<file path="src/rtl/gpio_seq_pkg.sv">
// gpio_seq_pkg: shared types for the GPIO handshake sequencer.
// Step entry layout, FSM states and wait-mode encodings.
package gpio_seq_pkg;

    localparam int SEQ_IDX_W = 8;
    localparam int SEQ_DLY_W = 16;

    localparam logic [1:0] WAIT_NONE = 2'b00;
    localparam logic [1:0] WAIT_HI   = 2'b01;
    localparam logic [1:0] WAIT_LO   = 2'b10;
    localparam logic [1:0] WAIT_RISE = 2'b11;

    typedef struct packed {
        logic                 last;
        logic                 drv_en;
        logic                 drv_val;
        logic [SEQ_IDX_W-1:0] drv_idx;
        logic [1:0]           wait_mode;
        logic [SEQ_IDX_W-1:0] wait_idx;
        logic [SEQ_DLY_W-1:0] delay;
    } step_t;

    typedef enum logic [2:0] {
        S_IDLE,
        S_WAIT,
        S_DELAY,
        S_DONE,
        S_ERR
    } state_e;

endpackage

</file>
<file path="src/rtl/gpio_seq_table.sv">
// gpio_seq_table: DEPTH x step_t register file.
// One synchronous write port, one asynchronous read port, no reset.
module gpio_seq_table
    import gpio_seq_pkg::*;
#(
    parameter int DEPTH = 16,
    localparam int AW   = $clog2(DEPTH)
) (
    input  logic          clk,
    input  logic          we,
    input  logic [AW-1:0] waddr,
    input  step_t         wdata,
    input  logic [AW-1:0] raddr,
    output step_t         rdata
);

    step_t mem_q [DEPTH];

    // Write port; contents are undefined until programmed
    always_ff @(posedge clk) begin
        if (we) begin
            mem_q[waddr] <= wdata;
        end
    end

    assign rdata = mem_q[raddr];

endmodule

</file>
<file path="src/rtl/gpio_seq_sequencer.sv">
// gpio_seq_sequencer: step-table driven gpio wait/drive sequencer.
// Optional per-step watchdog enabled by defining GPIO_SEQ_TIMEOUT_EN.
module gpio_seq_sequencer
    import gpio_seq_pkg::*;
#(
    parameter int                GPIO_W    = 32,
    parameter int                DEPTH     = 16,
    parameter int                DLY_W     = 16,
    parameter int                TMO_W     = 24,
    parameter logic [GPIO_W-1:0] GPIO_INIT = '0,
    localparam int               AW        = $clog2(DEPTH)
) (
    input  logic                      clk,
    input  logic                      rst,
    input  logic                      tbl_we,
    input  logic [AW-1:0]             tbl_addr,
    input  logic [$bits(step_t)-1:0]  tbl_wdata,
    input  logic                      start,
    input  logic                      abort,
    input  logic [TMO_W-1:0]          tmo_cycles,
    input  logic [GPIO_W-1:0]         gpio_out,
    output logic [GPIO_W-1:0]         gpio_in,
    output logic                      busy,
    output logic                      done,
    output logic                      err,
    output logic [AW-1:0]             step_idx
);

    localparam int            GB       = (GPIO_W > 1) ? $clog2(GPIO_W) : 1;
    localparam logic [AW-1:0] LAST_IDX = AW'(DEPTH - 1);

    state_e            state_q, state_d;
    logic [AW-1:0]     step_q, step_d;
    logic [DLY_W-1:0]  dly_q, dly_d;
    logic [GPIO_W-1:0] gpio_q, gpio_d;
    logic [GPIO_W-1:0] prev_q;
    logic              busy_q, busy_d;
    logic              done_q, done_d;
    logic              err_q, err_d;

    step_t             cur;
    logic              wait_ok, drv_ok, cond_met, fire, tmo_hit;
    logic [GB-1:0]     wait_bit, drv_bit;

    gpio_seq_table #(.DEPTH(DEPTH)) u_table (
        .clk   (clk),
        .we    (tbl_we & ~busy_q),
        .waddr (tbl_addr),
        .wdata (step_t'(tbl_wdata)),
        .raddr (step_q),
        .rdata (cur)
    );

    assign wait_ok  = int'(cur.wait_idx) < GPIO_W;
    assign wait_bit = cur.wait_idx[GB-1:0];
    assign drv_ok   = cur.drv_en && (int'(cur.drv_idx) < GPIO_W);
    assign drv_bit  = cur.drv_idx[GB-1:0];

    // Evaluate the current step's wait condition; out-of-range bits count as met
    always_comb begin
        cond_met = 1'b1;
        if (wait_ok) begin
            unique case (cur.wait_mode)
                WAIT_HI:   cond_met = gpio_out[wait_bit];
                WAIT_LO:   cond_met = ~gpio_out[wait_bit];
                WAIT_RISE: cond_met = gpio_out[wait_bit] & ~prev_q[wait_bit];
                default:   cond_met = 1'b1;
            endcase
        end
    end

`ifdef GPIO_SEQ_TIMEOUT_EN
    logic [TMO_W-1:0] tmo_q, tmo_d;

    // Count consecutive unmet WAIT cycles; any other cycle restarts the count
    always_comb begin
        tmo_d = '0;
        if (state_q == S_WAIT && !cond_met) begin
            tmo_d = tmo_q + 1'b1;
        end
    end

    assign tmo_hit = (state_q == S_WAIT) && !cond_met &&
                     (tmo_cycles != '0) &&
                     (tmo_q >= tmo_cycles - 1'b1);

    // Watchdog counter register
    always_ff @(posedge clk) begin
        if (rst) begin
            tmo_q <= '0;
        end else begin
            tmo_q <= tmo_d;
        end
    end
`else
    logic unused_tmo;
    assign unused_tmo = ^tmo_cycles;
    assign tmo_hit    = 1'b0;
`endif

    // Next-state logic: step sequencing, delay countdown, drive, abort
    always_comb begin
        state_d = state_q;
        step_d  = step_q;
        dly_d   = dly_q;
        gpio_d  = gpio_q;
        busy_d  = busy_q;
        done_d  = done_q;
        err_d   = err_q;
        fire    = 1'b0;

        unique case (state_q)
            S_IDLE, S_DONE, S_ERR: begin
                if (start) begin
                    state_d = S_WAIT;
                    step_d  = '0;
                    busy_d  = 1'b1;
                    done_d  = 1'b0;
                    err_d   = 1'b0;
                end
            end
            S_WAIT: begin
                if (cond_met) begin
                    if (cur.delay == '0) begin
                        fire = 1'b1;
                    end else begin
                        state_d = S_DELAY;
                        dly_d   = DLY_W'(cur.delay);
                    end
                end else if (tmo_hit) begin
                    state_d = S_ERR;
                    busy_d  = 1'b0;
                    err_d   = 1'b1;
                end
            end
            S_DELAY: begin
                if (dly_q <= DLY_W'(1)) begin
                    fire = 1'b1;
                end else begin
                    dly_d = dly_q - 1'b1;
                end
            end
            default: state_d = S_IDLE;
        endcase

        if (fire) begin
            if (drv_ok) begin
                gpio_d[drv_bit] = cur.drv_val;
            end
            if (cur.last || step_q == LAST_IDX) begin
                state_d = S_DONE;
                busy_d  = 1'b0;
                done_d  = 1'b1;
            end else begin
                state_d = S_WAIT;
                step_d  = step_q + 1'b1;
            end
        end

        if (abort) begin
            state_d = S_IDLE;
            busy_d  = 1'b0;
            step_d  = step_q;
            gpio_d  = gpio_q;
            done_d  = done_q;
            err_d   = err_q;
        end
    end

    // FSM state and registered outputs
    always_ff @(posedge clk) begin
        if (rst) begin
            state_q <= S_IDLE;
            step_q  <= '0;
            dly_q   <= '0;
            gpio_q  <= GPIO_INIT;
            prev_q  <= '0;
            busy_q  <= 1'b0;
            done_q  <= 1'b0;
            err_q   <= 1'b0;
        end else begin
            state_q <= state_d;
            step_q  <= step_d;
            dly_q   <= dly_d;
            gpio_q  <= gpio_d;
            prev_q  <= gpio_out;
            busy_q  <= busy_d;
            done_q  <= done_d;
            err_q   <= err_d;
        end
    end

    assign gpio_in  = gpio_q;
    assign busy     = busy_q;
    assign done     = done_q;
    assign err      = err_q;
    assign step_idx = step_q;

endmodule
</file>
<file path="config.mk">
export PLATFORM = sky130hd
export DESIGN_NAME = gpio_seq_sequencer
export DESIGN_NICKNAME = d
export VERILOG_FILES = /design/src/rtl/gpio_seq_pkg.sv /design/src/rtl/gpio_seq_table.sv /design/src/rtl/gpio_seq_sequencer.sv
export SDC_FILE = /design/constraint.sdc
export NUM_CORES = 1
export LEC_CHECK = 0
export ABC_CLOCK_PERIOD_IN_PS = 5100
export CAP_MARGIN = 20
export CELL_PAD_IN_SITES_DETAIL_PLACEMENT = 1
export CELL_PAD_IN_SITES_GLOBAL_PLACEMENT = 2
export CORE_MARGIN = 10
export CORE_UTILIZATION = 29
export DETAILED_ROUTE_END_ITERATION = 7
export PLACE_DENSITY_LB_ADDON = 0.1
export SETUP_SLACK_MARGIN = 0.5
export SYNTH_ARGS = -nofsm -noshare
export SYNTH_HDL_FRONTEND = slang
export SYNTH_SLANG_ARGS = --single-unit
</file>
<file path="constraint.sdc">
create_clock -name clk -period 5.1 [get_ports clk]
set_input_delay 0.765 -clock clk [delete_from_list [all_inputs] [get_ports clk]]
set_output_delay 0.765 -clock clk [all_outputs]
set_load 0.01 [all_outputs]
</file>
Word level (Yosys, flattened, before mapping)

Memories as Yosys holds them, arrays and structs flattened. A register that Yosys moved wholly into a read port is not among the register bits.
Cells that the tools add are included.

Logic and storage cells: 87
Register bits: 89
Memory bits (writable): 592
Output and inout port bits: 39
Memories kept: 1
Bits of input ports: 102

Memory list:

| name          | words | bits a word | read ports | clocked after memory_dff | write ports | line                 | text |
|---|---|---|---|---|---|---|---|
| u_table.mem_q | 16    | 37          | 1          | 1                        | 1           | gpio_seq_table.sv:17 | `step_t mem_q [DEPTH];` |

Reductions and logical operators: 11
Add/subtract/negate cells: 2
Order comparisons: 6
Bitwise logic cells: 6
Muxes and demuxes: 39
Equality and inequality tests: 15

Operators with widths:

| kind                                                                              | number |
|---|---|
| 16-bit two-way mux                                                                | 3 |
| 32-bit bitwise mux                                                                | 1 |
| 16-bit case mux with 2 select lines                                               | 1 |
| 4-bit two-way mux                                                                 | 6 |
| 1-bit two-way mux                                                                 | 17 |
| 16-bit by 1-bit less-or-equal comparator with 1-bit output, second input constant | 1 |
| 16-bit zero test                                                                  | 1 |
| 8-bit by 6-bit < comparator with 1-bit output, second input constant              | 2 |
| 16-bit by 1-bit subtractor with 16-bit output, second input constant              | 1 |
| 5-bit by 6-bit < comparator with 1-bit output, second input constant              | 2 |
| 3-bit two-way mux                                                                 | 4 |
| 1-bit binary-select mux with 5-bit select                                         | 2 |
| 3-bit inequality test, second input constant                                      | 3 |
| 3-bit case mux with 3 select lines                                                | 1 |
| 2-bit inequality test, second input constant                                      | 4 |
| 4-bit AND reduction                                                               | 2 |
| 3-bit by 2-bit == test with 1-bit output, second input constant                   | 2 |
| 1-bit demux with 5-bit select                                                     | 1 |
| 5-bit by 1-bit >= comparator with 1-bit output, second input constant             | 1 |
| 4-bit by 1-bit adder with 4-bit output, second input constant                     | 1 |
| 2-bit == test, second input constant                                              | 2 |
| 4-bit == test, second input constant                                              | 1 |
| 1-bit inverter                                                                    | 4 |
| 3-bit by 1-bit == test with 1-bit output, second input constant                   | 1 |
| 13 further kinds                                                                  | 15 |

Longest topological paths before layout

Word-level depth: 11
Depth in mapped cells: 19

Hierarchy

Synthesis repeated with hierarchy kept, for this count alone.

Cell total of the unflattened synthesis: 1458
Area total of the unflattened synthesis: 26854.5 µm²

Modules (own cells, without submodules):

| module             | cells an instance | area each (µm²) | times used | seq. area each (µm²) |
|---|---|---|---|---|
| gpio_seq_table     | 926               | 22201.3         | 1          | 17777.0 |
| gpio_seq_sequencer | 532               | 4653.2          | 1          | 1761.7 |

Worst setup path before layout

OpenSTA, ideal clock, no wires.

Path type: in2reg
From: input port tbl_we
To: memory u_table.mem_q[0][0] (netlist bit) (enable)
Stages: 3
Arrival time: 3744 ps
Library setup time: 478 ps
Slack: 879 ps
Cell sequence: nand2b_1 -> or3_1 -> nor3_1

Word-level cells in the longest chain between the ends: 3

Ends and longest elaborated chain:

| item                                    | line                     | text |
|---|---|---|
| from (decl)                             | gpio_seq_sequencer.sv:15 | `input logic tbl_we,` |
| 1-bit AND                               | gpio_seq_sequencer.sv:47 | `.we (tbl_we & ~busy_q),` |
| 1-bit two-way mux                       | gpio_seq_table.sv:21     | `if (we) begin` |
| 1-bit two-way mux (implied by the code) | gpio_seq_table.sv:22     | `mem_q[waddr] <= wdata;` |
| to (decl)                               | gpio_seq_table.sv:17     |  |

No other way between the ends.

==> summary.md <==
| Metric | Value |
|---|---|
| Avg WL per Cell | between 20 and 30 um |
| Vias | 14700 |
| Seq pwr share | 50.6% |
| Post-CTS Hold Buffers | 0 |
| Number of flops mapped to enable cells by yosys | ~600 |
| Iter 0 DRT Violations | 784 |
| Cell-internal power | 9.59 mW |
| Crit path capture type | flop |
| Setup TNS | 0 ns |
| Critical Path Start Type | flop |
| Area Growth Syn to Fin | 20.5% |
| P per Cell Area | about 370 nW/um^2 |
| Max IR drop VDD | 258 uV |
| Die height | approximately 330 um |
| Switching Share | between 20% and 30% |
| Final cell count without fillers | a little over 3000 |
| First-pass GRT wire length | 112 mm |
| Fin crit period | 4.38 ns |
| Gr ovfl total | 0 |
| Cell count after synthesis | between 1500 and 2000 |
| Cells after DPL | ~2900 |
| Post-Layout Inst Area | 32800 um^2 |
| Total of max-cap violations | 0 |
| Clk network pwr share | 45.6% |
| RSZ-0062 raised after global routing | no |
| H-tree levels | 3 |
| Ports | 141 |
| RD Place Congestion | 0.703 |
| Core Area | 93200 um^2 |
| Fin crit share | 85.8% |
| DP Wirelength | between 40 and 50 mm |
| Synthesized net count | ~1600 |
| Port Buffer Count | ~120 |
| Syn_area_per_cell | 17.8 um^2 |
| First-pass DRT Iterations | 4 |
| Ys flop type | edfxtp_1 |
| Final Skew | 0.0337 ns |
| Final antenna-violating net count | 0 |
| Run status | completed |
| Final WS setup | 0.722 ns |
| Sink Count | 684 |
| Vias per cell | ~4.9 |
| FMAX | 228 MHz |
| Worst slew pin tran | between 0.9 and 1 ns |
| Number of global-route vias before repair | roughly 16000 |
| Reg clk slew, reported paths | 0.06 ns |
| Initial antenna violation count | 4 |
| Part of the Yosys area used for sequential elements | 72.1% |
| Most frequent cells in the layout | 592 x edfxtp_1, 137 x mux4_2, 114 x clkdlybuf4s50_1 |
| Share of the synthesized area in the top cell type | 65.3% |
| Layout cells sized above 1 | 21.0% |
| Max FO, Critical Path | 16 |
| Num CTS Buffers | between 80 and 90 |
| Hold violation count in the final report | 0 |
| Synth cell types | 74 |
| Seq cells post-synth | roughly 700 |
| DP Area | 30100 um^2 |
| Final #Nets | 1827 |
| Worst slack, placed | 0.384 ns |
| Final setup viols | 0 |
| Chip width | between 300 and 400 um |
| CP Class | flop to flop |
| Cell Rows | 112 |
| Comb pwr share | about 3.7% |
| Yosys top cell by area | edfxtp_1 |
| YS warnings | 0 |
| Pleak | 10.1 nW |
| Drt drc | 0 |
| CTS Buffer Depth | 3 |
| Hold crit path type | flop to flop |
| Root buffer cell | clkbuf_16 |
| Async SR Flop Fraction | 0% |
| Clock latency at the later pin of the worst-skew pair | 0.65 ns |
| Switch Pwr | 2.64 mW |
| CTS tree | built |
| Final WL | 76.3 mm |
| WP data required | 5.65 ns |
| Syn Std Cell Area | 27200 um^2 |
| Worst reg-to-reg setup slack | 0.72 ns |
| Die area | 106000 um^2 |
| Max_slew headroom | 35.9% |
| Starting Density | 29.2% |
| Final Slew Violations | 0 |
| Tot GR Track Use | 14.2% |
| CP Data Arrival Time | 4.93 ns |
| Dominant cells by area after synthesis | edfxtp_1 65%, mux4_2 11%, dfxtp_1 6.8% |
| Commonest non-fill, non-tap cell in the layout | edfxtp_1 |
| Largest net degree at the start of global routing | 61 |
cells in the mapped netlist, drive strengths merged (21+ instances only):
library cell  number
nor2b             49
dfxtp             92
nand3             29
nor3              54
mux4             137
nor2              80
nand2b            22
nor4              21
edfxtp           592
clkbuf            27
buf               52
nand2             66
mux2i             58
o21ai             23
a21oi             36
what timing repair did:
action                                  in CTS  in global routing
endpoints found under the setup margin      12                 19
resized for setup                            1                  4
setup buffers                                1                 11
power by group through the flow:
stage	Clock, mW	Sequential, mW	Combinational, mW
floorplan	0	6.30	0.212
global placement	0	6.31	0.460
detailed placement	0	6.31	0.466
CTS	5.78	6.19	0.468
global route	5.98	6.20	0.508
finish	5.58	6.19	0.457
logic make-up after synthesis:
family                     synth area share [%]
muxes                                      14.0
and+or+nand+nor                            7.74
adders and majority gates                 0.230
DFF                                        72.1
other                                    0.0138
buffers and inverters                      2.01
AOI/OAI and AO/OA                          3.89
critical path, stage by stage, from the launching register on:
cell and delay [ns]:
dfxtp_4 0.51, mux2i_1 0.12, a32o_1 0.35, or4_1 0.56, nand2_4 0.19, mux4_2 0.54
a22oi_1 0.25, nand3_1 0.17, and4bb_1 0.26, a21o_1 0.22, a211o_2 0.49, buf_4 0.23
or2_1 0.23, a21oi_1 0.15
registers in the layout, summed over array words and instances, names as in the netlist, named ones only:
register and flops:
gpio_in 32, state_q 2, prev_q 32, step_idx 4
busy 1, u_table.mem_q 592, dly_q 16, done 1
layer usage:
metal | vias up | share of wire (%) | GRT usage (%)
met4 | 6 | 2.0 | 3.53
met3 | 112 | 3.5 | 2.65
li1 | 6531 | - | -
met5 | - | 0.046 | 0
met1 | 7836 | 48 | 19.7
met2 | 240 | 47 | 22.6
metrics by stage:
step / hold WS [ns] / total power [mW] / utilization (%)
after floorplan: 0.445 / 6.52 / -
after global placement: 0.448 / 6.77 / 32.3
after detailed placement: 0.458 / 6.78 / 32.3
after CTS: 0.465 / 12.4 / 35.1
after global routing: 0.481 / 12.7 / 35.2
final: 0.459 / 12.2 / 35.2
worst paths after layout:
kind / startpoint / to / depth (start not counted)
min: gpio_in[25] / gpio_in[25] / 2
min reg2reg: gpio_in[25] / gpio_in[25] / 2
max: flop / dly_q[10] / 13
max reg2reg: flop / dly_q[10] / 13
final cells by class:
cell class	count	area [um^2]
antenna	1	2.50
clock buffer	99	2110
clock inverter	43	442
fill	9306	60400
inverter	12	45.0
multi-input combinational	754	7170
sequential	684	19600
tap	1254	1570
timing repair buffer	187	1810
Note: power is estimated with default switching activity, not from simulation.
